<file path="config.mk">
export PLATFORM = sky130hd
export DESIGN_NAME = key_debounce
export DESIGN_NICKNAME = d
export VERILOG_FILES = /design/src/rtl/key_debounce_pkg.sv /design/src/rtl/debounce_channel.sv /design/src/rtl/key_debounce.sv
export SDC_FILE = /design/constraint.sdc
export NUM_CORES = 1
export LEC_CHECK = 0
export ABC_AREA = 1
export CORE_MARGIN = 4
export CORE_UTILIZATION = 55
export DETAILED_ROUTE_END_ITERATION = 10
export PLACE_DENSITY = 0.74
export SETUP_SLACK_MARGIN = 0.15
export SLEW_MARGIN = 10
export SYNTH_ARGS = -nofsm -noshare
export SYNTH_HDL_FRONTEND = slang
export SYNTH_SLANG_ARGS = --single-unit
</file>
<file path="constraint.sdc">
create_clock -name clk -period 1.9 [get_ports clk]
set_clock_uncertainty 0.1 [all_clocks]
set_input_delay 0.57 -clock clk [delete_from_list [all_inputs] [get_ports clk]]
set_output_delay 0.57 -clock clk [all_outputs]
set_load 0.1 [all_outputs]
</file>
<file path="src/rtl/key_debounce_pkg.sv">
// Shared encodings and reset constants for the key debouncer.
package key_debounce_pkg;

    typedef enum logic {
        ST_STABLE = 1'b0,
        ST_CHECK  = 1'b1
    } deb_state_e;

    // Keys are active-low, so the idle (released) level is 1.
    localparam logic KEY_IDLE = 1'b1;

endpackage

</file>
<file path="src/rtl/debounce_channel.sv">
// One key channel: 2-flop synchronizer, stability FSM with counter, and
// registered level plus single-cycle press/release strobes.
module debounce_channel
    import key_debounce_pkg::*;
#(
    parameter int STABLE_CYCLES = 1_000_000
) (
    input  logic clk,
    input  logic rst_n,
    input  logic key_in,
    output logic key_state,
    output logic key_press,
    output logic key_release
);

    localparam int CNT_W = $clog2(STABLE_CYCLES + 1);
    localparam logic [CNT_W-1:0] CNT_LAST = CNT_W'(STABLE_CYCLES - 1);

    logic             sync1_q, sync1_d;
    logic             sync2_q, sync2_d;
    deb_state_e       state_q, state_d;
    logic [CNT_W-1:0] cnt_q, cnt_d;
    logic             key_state_q, key_state_d;
    logic             press_q, press_d;
    logic             release_q, release_d;

    always_comb begin
        sync1_d     = key_in;
        sync2_d     = sync1_q;
        state_d     = state_q;
        cnt_d       = cnt_q;
        key_state_d = key_state_q;
        press_d     = 1'b0;
        release_d   = 1'b0;

        case (state_q)
            ST_STABLE: begin
                if (sync2_q != key_state_q) begin
                    state_d = ST_CHECK;
                    cnt_d   = CNT_W'(1);
                end else begin
                    cnt_d = '0;
                end
            end
            ST_CHECK: begin
                // Any return to the committed level discards the partial window.
                if (sync2_q == key_state_q) begin
                    state_d = ST_STABLE;
                    cnt_d   = '0;
                end else if (cnt_q == CNT_LAST) begin
                    key_state_d = sync2_q;
                    press_d     = ~sync2_q;
                    release_d   = sync2_q;
                    state_d     = ST_STABLE;
                    cnt_d       = '0;
                end else begin
                    cnt_d = cnt_q + 1'b1;
                end
            end
            default: begin
                state_d = ST_STABLE;
                cnt_d   = '0;
            end
        endcase
    end

    always_ff @(posedge clk or negedge rst_n) begin
        if (!rst_n) begin
            sync1_q     <= KEY_IDLE;
            sync2_q     <= KEY_IDLE;
            state_q     <= ST_STABLE;
            cnt_q       <= '0;
            key_state_q <= KEY_IDLE;
            press_q     <= 1'b0;
            release_q   <= 1'b0;
        end else begin
            sync1_q     <= sync1_d;
            sync2_q     <= sync2_d;
            state_q     <= state_d;
            cnt_q       <= cnt_d;
            key_state_q <= key_state_d;
            press_q     <= press_d;
            release_q   <= release_d;
        end
    end

    assign key_state   = key_state_q;
    assign key_press   = press_q;
    assign key_release = release_q;

endmodule

</file>
<file path="src/rtl/key_debounce.sv">
// Multi-channel key conditioner: WIDTH independent debounce channels.
module key_debounce
    import key_debounce_pkg::*;
#(
    parameter int WIDTH         = 2,
    parameter int STABLE_CYCLES = 1_000_000
) (
    input  logic             clk,
    input  logic             rst_n,
    input  logic [WIDTH-1:0] key_in,
    output logic [WIDTH-1:0] key_state,
    output logic [WIDTH-1:0] key_press,
    output logic [WIDTH-1:0] key_release
);

    for (genvar i = 0; i < WIDTH; i++) begin : g_chan
        debounce_channel #(
            .STABLE_CYCLES(STABLE_CYCLES)
        ) u_chan (
            .clk        (clk),
            .rst_n      (rst_n),
            .key_in     (key_in[i]),
            .key_state  (key_state[i]),
            .key_press  (key_press[i]),
            .key_release(key_release[i])
        );
    end

endmodule

</file>
Yosys cells after proc, flatten, opt, wreduce, memory -nomap -nowiden
Cells that the tools add are included.
Cells by class
  add/subtract/negate cells: 2
  eq/ne operators: 6
  muxes and demuxes: 28
  bitwise logic cells: 6
  reductions and logical operators: 2
Operators with widths (number)
  2-to-1 mux 20 bit: 4
  one-hot mux 20 bit (2 select lines): 2
  adder 20 x 1 -> 20 bit, second input constant: 2
  equality test 20 bit, second input constant: 2
  2-to-1 mux 1 bit: 20
  NOT 1 bit: 6
  AND reduction 3 bit: 2
  one-hot mux 1 bit (2 select lines): 2
  equality test 1 bit: 2
  != test 1 bit: 2
Storage, ports and cells
  register bits: 52
  bits of input ports: 4
  output and inout bits: 6
  word-level logic and storage cells: 58

Depth between registers and ports, before layout
Gate-level depths: netlist of the first run.
  depth in word-level cells: 4
  depth in mapped cells: 9

Hierarchy
From an unflattened synthesis of the first run, not the netlist that was laid out.
Unflattened totals
  cells, all modules: 338
  area total of the unflattened synthesis: 2755.1 µm²
By module, submodules not included
  debounce_channel: times used 2, cells each 169, area an instance 1377.6 µm², sequential area each 654.4 µm²

Worst setup path before layout of the first run
Ideal clock, no wire load.
  path type: flip-flop to output port
  start: register g_chan[1].u_chan.key_state_q
  end: output port key_state[1]
  data arrival time: 0.804 ns
  required time: 1.230 ns
  setup slack: 0.426 ns
  cell stages (with the launch flop): 2
  buffers on the path: 1
  cells stage by stage: dfstp_2 -> buf_4
RTL lines
  from (decl): line debounce_channel.sv:23  | logic key_state_q, key_state_d;
  from (signal assigned): line debounce_channel.sv:81  | key_state_q <= key_state_d;
  to (decl): line key_debounce.sv:11  | output logic [WIDTH-1:0] key_state,
No word-level cell between the ends.

Worst setup path after layout of the first run
  start: register g_chan[1].u_chan.key_state_q
  end: output port key_state[1]
No word-level cell between the ends.

==> results of run 1 <==
[sequential cells by signal, indices dropped and copies added, names as in the netlist]
register	cells
g_chan.u_chan.sync2_q	2
g_chan.u_chan.key_press	2
g_chan.u_chan.key_state	2
g_chan.u_chan.cnt_q	40
g_chan.u_chan.state_q	2
g_chan.u_chan.sync1_q	2
g_chan.u_chan.key_release	2
[metrics by stage]
step | cell area (µm²) | hold WS, ns | total power [W]
after floorplan | 2870 | 0.174 | 0.00124
after global placement | 3050 | 0.247 | 0.00127
after detailed placement | 3050 | 0.251 | 0.00128
after CTS | 3140 | 0.149 | 0.00190
after global routing | 3230 | 0.157 | 0.00199
final | 3230 | 0.140 | 0.00190
[report_power, final]
group | switching [W] | internal, W | total (W) | leakage (nW)
sequential | 0.0000152 | 0.00113 | 0.00115 | 0.697
clock | 0.000360 | 0.000262 | 0.000623 | 0.0414
combinational | 0.0000821 | 0.0000457 | 0.000128 | 0.667
[routing by layer]
layer | vias to the layer above | wire, µm | GRT usage
li1 | 1161 | - | -
met1 | 1053 | 2620 | 0.261
met2 | 51 | 2680 | 0.318
met3 | 6 | 264 | 0.0527
met4 | 0 | 60 | 0.0676
met5 | - | 0 | 0
[cell type report]
cell class	instances	area (µm²)	share of cell area
inverter	50	188	0.0580
multi-input combinational	260	1320	0.407
sequential	52	1310	0.405
clock inverter	2	16.3	0.00503
clock buffer	6	72.6	0.0224
tap	70	87.6	0.0271
timing repair buffer	19	245	0.0759
[Yosys cell counts, drive strengths merged (2+ instances only)]
library cell,count,area [µm²]
xor2,19,166
dfstp,6,158
xnor2,3,26.3
nand3b,2,15.0
inv,50,188
nor2,93,382
a21oi,2,10.0
ha,2,25.0
dfrtp,46,1150
nand3,17,105
o21ai,5,25.0
nand2,89,362
buf,8,71.3
nand4,8,50.1
nor3,17,118
[worst min-delay path by stage]
stage	startpoint	endpoint	slack, ns	cells after the start
floorplan	rst_n	g_chan[0].u_chan.cnt_q[0]$_DFF_PN0_	0.17	0
finish	rst_n	g_chan[0].u_chan.cnt_q[5]$_DFF_PN0_	0.14	2
CTS	rst_n	g_chan[0].u_chan.cnt_q[12]$_DFF_PN0_	0.15	2
detailed placement	g_chan[0].u_chan.sync1_q$_DFF_PN1_	g_chan[0].u_chan.sync2_q$_DFF_PN1_	0.25	0
global placement	g_chan[1].u_chan.sync1_q$_DFF_PN1_	g_chan[1].u_chan.sync2_q$_DFF_PN1_	0.25	0
global route	rst_n	g_chan[0].u_chan.cnt_q[5]$_DFF_PN0_	0.16	2
[logic make-up (layout without fill, tap and decap cells)]
family | after synthesis | after routing | synth area share
flip-flops | 52 | 52 | 0.456
AND/OR/NAND/NOR | 227 | 227 | 0.361
XOR/XNOR | 22 | 22 | 0.0671
adder cells (fa/ha/maj) | 2 | 2 | 0.00871
buffers and inverters | 58 | 77 | 0.0902
AO/OA/AOI/OAI | 9 | 9 | 0.0170
[timing repair]
| action | in CTS | in global routing |
|---|---|---|
| pin swaps | 0 | 4 |
| buffers inserted | 0 | 9 |
| endpoints found under the hold margin | 0 | 0 |
| resized for setup | 0 | 2 |
| setup endpoints to repair | 1 | 13 |
==> impl_metrics.json, run 1 <==
{
  "route.vias.total": 2271,
  "dpl_worst_slack_ns": 0.166,
  "cts_tree": "yes",
  "regToRegSetupSlack_ns": 0.24,
  "ys_ff_latch": 52,
  "place.gp.congestion": 0.877,
  "synth.avg_cell_area_um2": 7.76,
  "drt-pass1-iter-count": 4,
  "tightest_slew_ns": 0.328,
  "worstSetupStartpointType": "register",
  "rr_endpoint": "g_chan[0].u_chan.cnt_q[9]$_DFF_PN0_",
  "maxCapViolCount": 0,
  "postCtsHoldBufs": 0,
  "clock-sinks": 52,
  "fillers": 428,
  "clk_path_buf_depth": 2,
  "die_h_um": 80.3,
  "critical_path_required_ns": 1.23,
  "path_delay_family": "flip-flops",
  "rsz0062_at_grt": "yes",
  "max_freq_ghz": 0.574,
  "ys.warnings.count": 0,
  "synth_nets": 376,
  "antenna_found_initial": 0,
  "die_w_um": 80.3,
  "timing.rr.start": "g_chan[0].u_chan.cnt_q[0]$_DFF_PN0_",
  "avgRoutedWirePerCell_um": 12.3,
  "ir_drop_mv": 0.527,
  "maxSlewHeadroom": 0.780,
  "cts_htree_levels": 2,
  "fin_ws_ns": 0.157,
  "layout.cells.non_filler": 459,
  "hold_viol": 0,
  "drt-initial-drc-count": 207,
  "cts_buffers": 5,
  "crit_arrival_ns": 1.07,
  "clock-root-buffer": "clkbuf_8",
  "num_rows": 26,
  "cp-endpoint": "key_state[1]",
  "dp.cells": 442,
  "outcome": "finished clean",
  "grt_overflow": 0,
  "diodes": 0,
  "cp_num_buf_inv": 1,
  "synthCells": 370,
  "async_flop_share": 1.00,
  "synth_edf_count": 0,
  "grt_max_degree": 53,
  "initial_utilization": 0.566,
  "fin_util": 0.637,
  "synth_ff_type": "dfrtp_1",
  "grt_pass1_wl_mm": 9.99,
  "worstHoldPathType": "input pin to async pin",
  "crit_slowest_cell": "dfstp_2",
  "powerDensity_mw_per_mm2": 587,
  "drive_gt1_frac": 0.147,
  "core_area_mm2": 0.00507,
  "finalSetupViolations": 0,
  "worst-path-max-fanout": 3,
  "layout_common_cells": "nor2_1, nand2_1, inv_1, dfrtp_1, xor2_1",
  "io_pins": 10,
  "end_kind": "primary output",
  "finalCriticalPeriod_ns": 1.74,
  "drt-total-wl_mm": 5.63,
  "postRouteAntennaNets": 0,
  "reg2regPathDepth": 7,
  "area_delta_synth_final_pct": 12.6,
  "grt_pass1_vias": 2256,
  "cp.depth": 1,
  "viasPerCell": 4.95,
  "p_leak_nw": 1.41,
  "cp_cell_sequence": "buf_12",
  "crit_start": "g_chan[1].u_chan.key_state$_DFFE_PN1P_",
  "synth-seq-area-share": 0.456,
  "clk_pin_slew_ns": 0.09,
  "route.detailed.drc": 0,
  "port_buffers": 9,
  "dp_hpwl_mm": 4.19,
  "setup_tns_ns": 0,
  "track_usage": 0.199,
  "crit_path_max_incr_delay_ns": 0.58,
  "final_net_count": 394,
  "syn-cell-area_mm2": 0.00287,
  "die_area_mm2": 0.00644,
  "period_share": 0.917,
  "crit_type": "register to primary output",
  "clk_latency_ns": 0.31,
  "ys_types": 29,
  "layout_commonest_cell": "nor2_1",
  "slew_violations": 0
}
Note: power is estimated with default switching activity, not from simulation.
==> inputs of run 2 (changes only) <==
--- a/config.mk
+++ b/config.mk
@@ -6,6 +6,8 @@
 export NUM_CORES = 1
 export LEC_CHECK = 0
 export ABC_AREA = 1
+export ABC_CLOCK_PERIOD_IN_PS = 1900
+export CAP_MARGIN = 20
 export CORE_MARGIN = 4
 export CORE_UTILIZATION = 55
 export DETAILED_ROUTE_END_ITERATION = 10
==> results of run 2 <==
Final layout, timing and power as in run 1 (identical DEF).
==> RTL edit, RTL diff (settings of run 1) <==
Add an input register stage for `key_in`; this delays it by one clock.
--- a/src/rtl/key_debounce.sv
+++ b/src/rtl/key_debounce.sv
@@ -14,4 +14,10 @@
 );
 
+    logic [WIDTH-1:0] key_q;
+
+    always_ff @(posedge clk) begin
+        key_q <= key_in;
+    end
+
     for (genvar i = 0; i < WIDTH; i++) begin : g_chan
         debounce_channel #(
@@ -20,5 +26,5 @@
             .clk        (clk),
             .rst_n      (rst_n),
-            .key_in     (key_in[i]),
+            .key_in     (key_q[i]),
             .key_state  (key_state[i]),
             .key_press  (key_press[i]),
Check against the original RTL: same outputs for any inputs over 10 cycles, from zero or initial values and one cycle with rst_n low; that may be too few to reach the edited logic, so the function may still have changed.
==> RTL edit against run 1 <==
Non-clock buffer count increased by 1. Critical endpoint is now key_state[0]. Power increased by 4.9%. Largest power group unchanged. Sequential power increased by 3%. Via count increased by 2.2%. First-iteration DRC count decreased by 11%. Maximum frequency decreased by 0.38%. Sequential cell count increased by 2. Area after synthesis increased by 1.4%. Worst setup slack got worse by 0.0066 ns. Routed wire length increased by 3.5%. Cell area increased by 1.3%.
==> RTL edit: results <==
group,metric,value,unit
place,pre_cts_ws,0.184,ns
place,placed_cells,444,
grt,met3_usage,0.0266,
drt,viasPerCell,5.02,
drt,first_iter_violations,185,
yosys,ys_seq_area_frac,0.463,
critical_path,r2r_slack,0.26,ns
power_and_ir_drop,p_leak,1.43,nW
drt,dr_wl_met2,2730,um
power_and_ir_drop,p_sw,0.000477,W
yosys,synth_compound_area_frac,0.0168,
critical_path,r2r_end,"g_chan[1].u_chan.cnt_q[19]",
outcome,status,"finished clean",
yosys,avgSynthCellArea,7.83,um^2
yosys,async_flop_share,0.963,
grt,grt_pass1_vias,2222,
sta,period_needed,1.75,ns
place,place_hpwl,4260,um
yosys,ys_types,30,
power_and_ir_drop,ir_drop,0.529,mV
drt,vias,2320,
grt,grt_max_degree,39,
sta,holdWs,0.0758,ns
grt,grtUsageMet2,0.312,
critical_path,startpoint,"g_chan[0].u_chan.key_state",
drt,wl_met3,206,um
critical_path,endpoint,"key_state[0]",
grt,grt_pass1_wl,10100,um
critical_path,reg2reg_depth,8,
place,dpl-instance-area,3090,um^2
drt,met1_length,2830,um
yosys,synthAdderAreaFrac,0.00859,
sta,tightest_slew,0.382,ns
RTL edit: cell count changes after synthesis, sizes merged:
cell   delta
dfxtp     +2
RTL edit: power groups by stage:
stage               clock, W  combinational, W  sequential, W
floorplan                  0         0.0000717        0.00121
global placement           0          0.000106        0.00121
detailed placement         0          0.000110        0.00121
CTS                 0.000688          0.000110        0.00119
global route        0.000737          0.000145        0.00119
finish              0.000672          0.000127        0.00119
RTL edit: area by class of cell:
cell class / instances / area [um^2]
flip-flops and latches: 54 / 1350
inverters: 50 / 188
clock buffers: 6 / 82.6
multi-input cells: 260 / 1320
clock inverters: 2 / 12.5
fillers: 437 / 1830
repair buffers: 20 / 240
well taps: 70 / 87.6
RTL edit: timing repair:
action | in CTS | in global routing
hold buffers | 0 | 0
pin swaps | 0 | 3
buffers inserted | 1 | 9
endpoints found under the setup margin | 2 | 12
resized for setup | 0 | 3
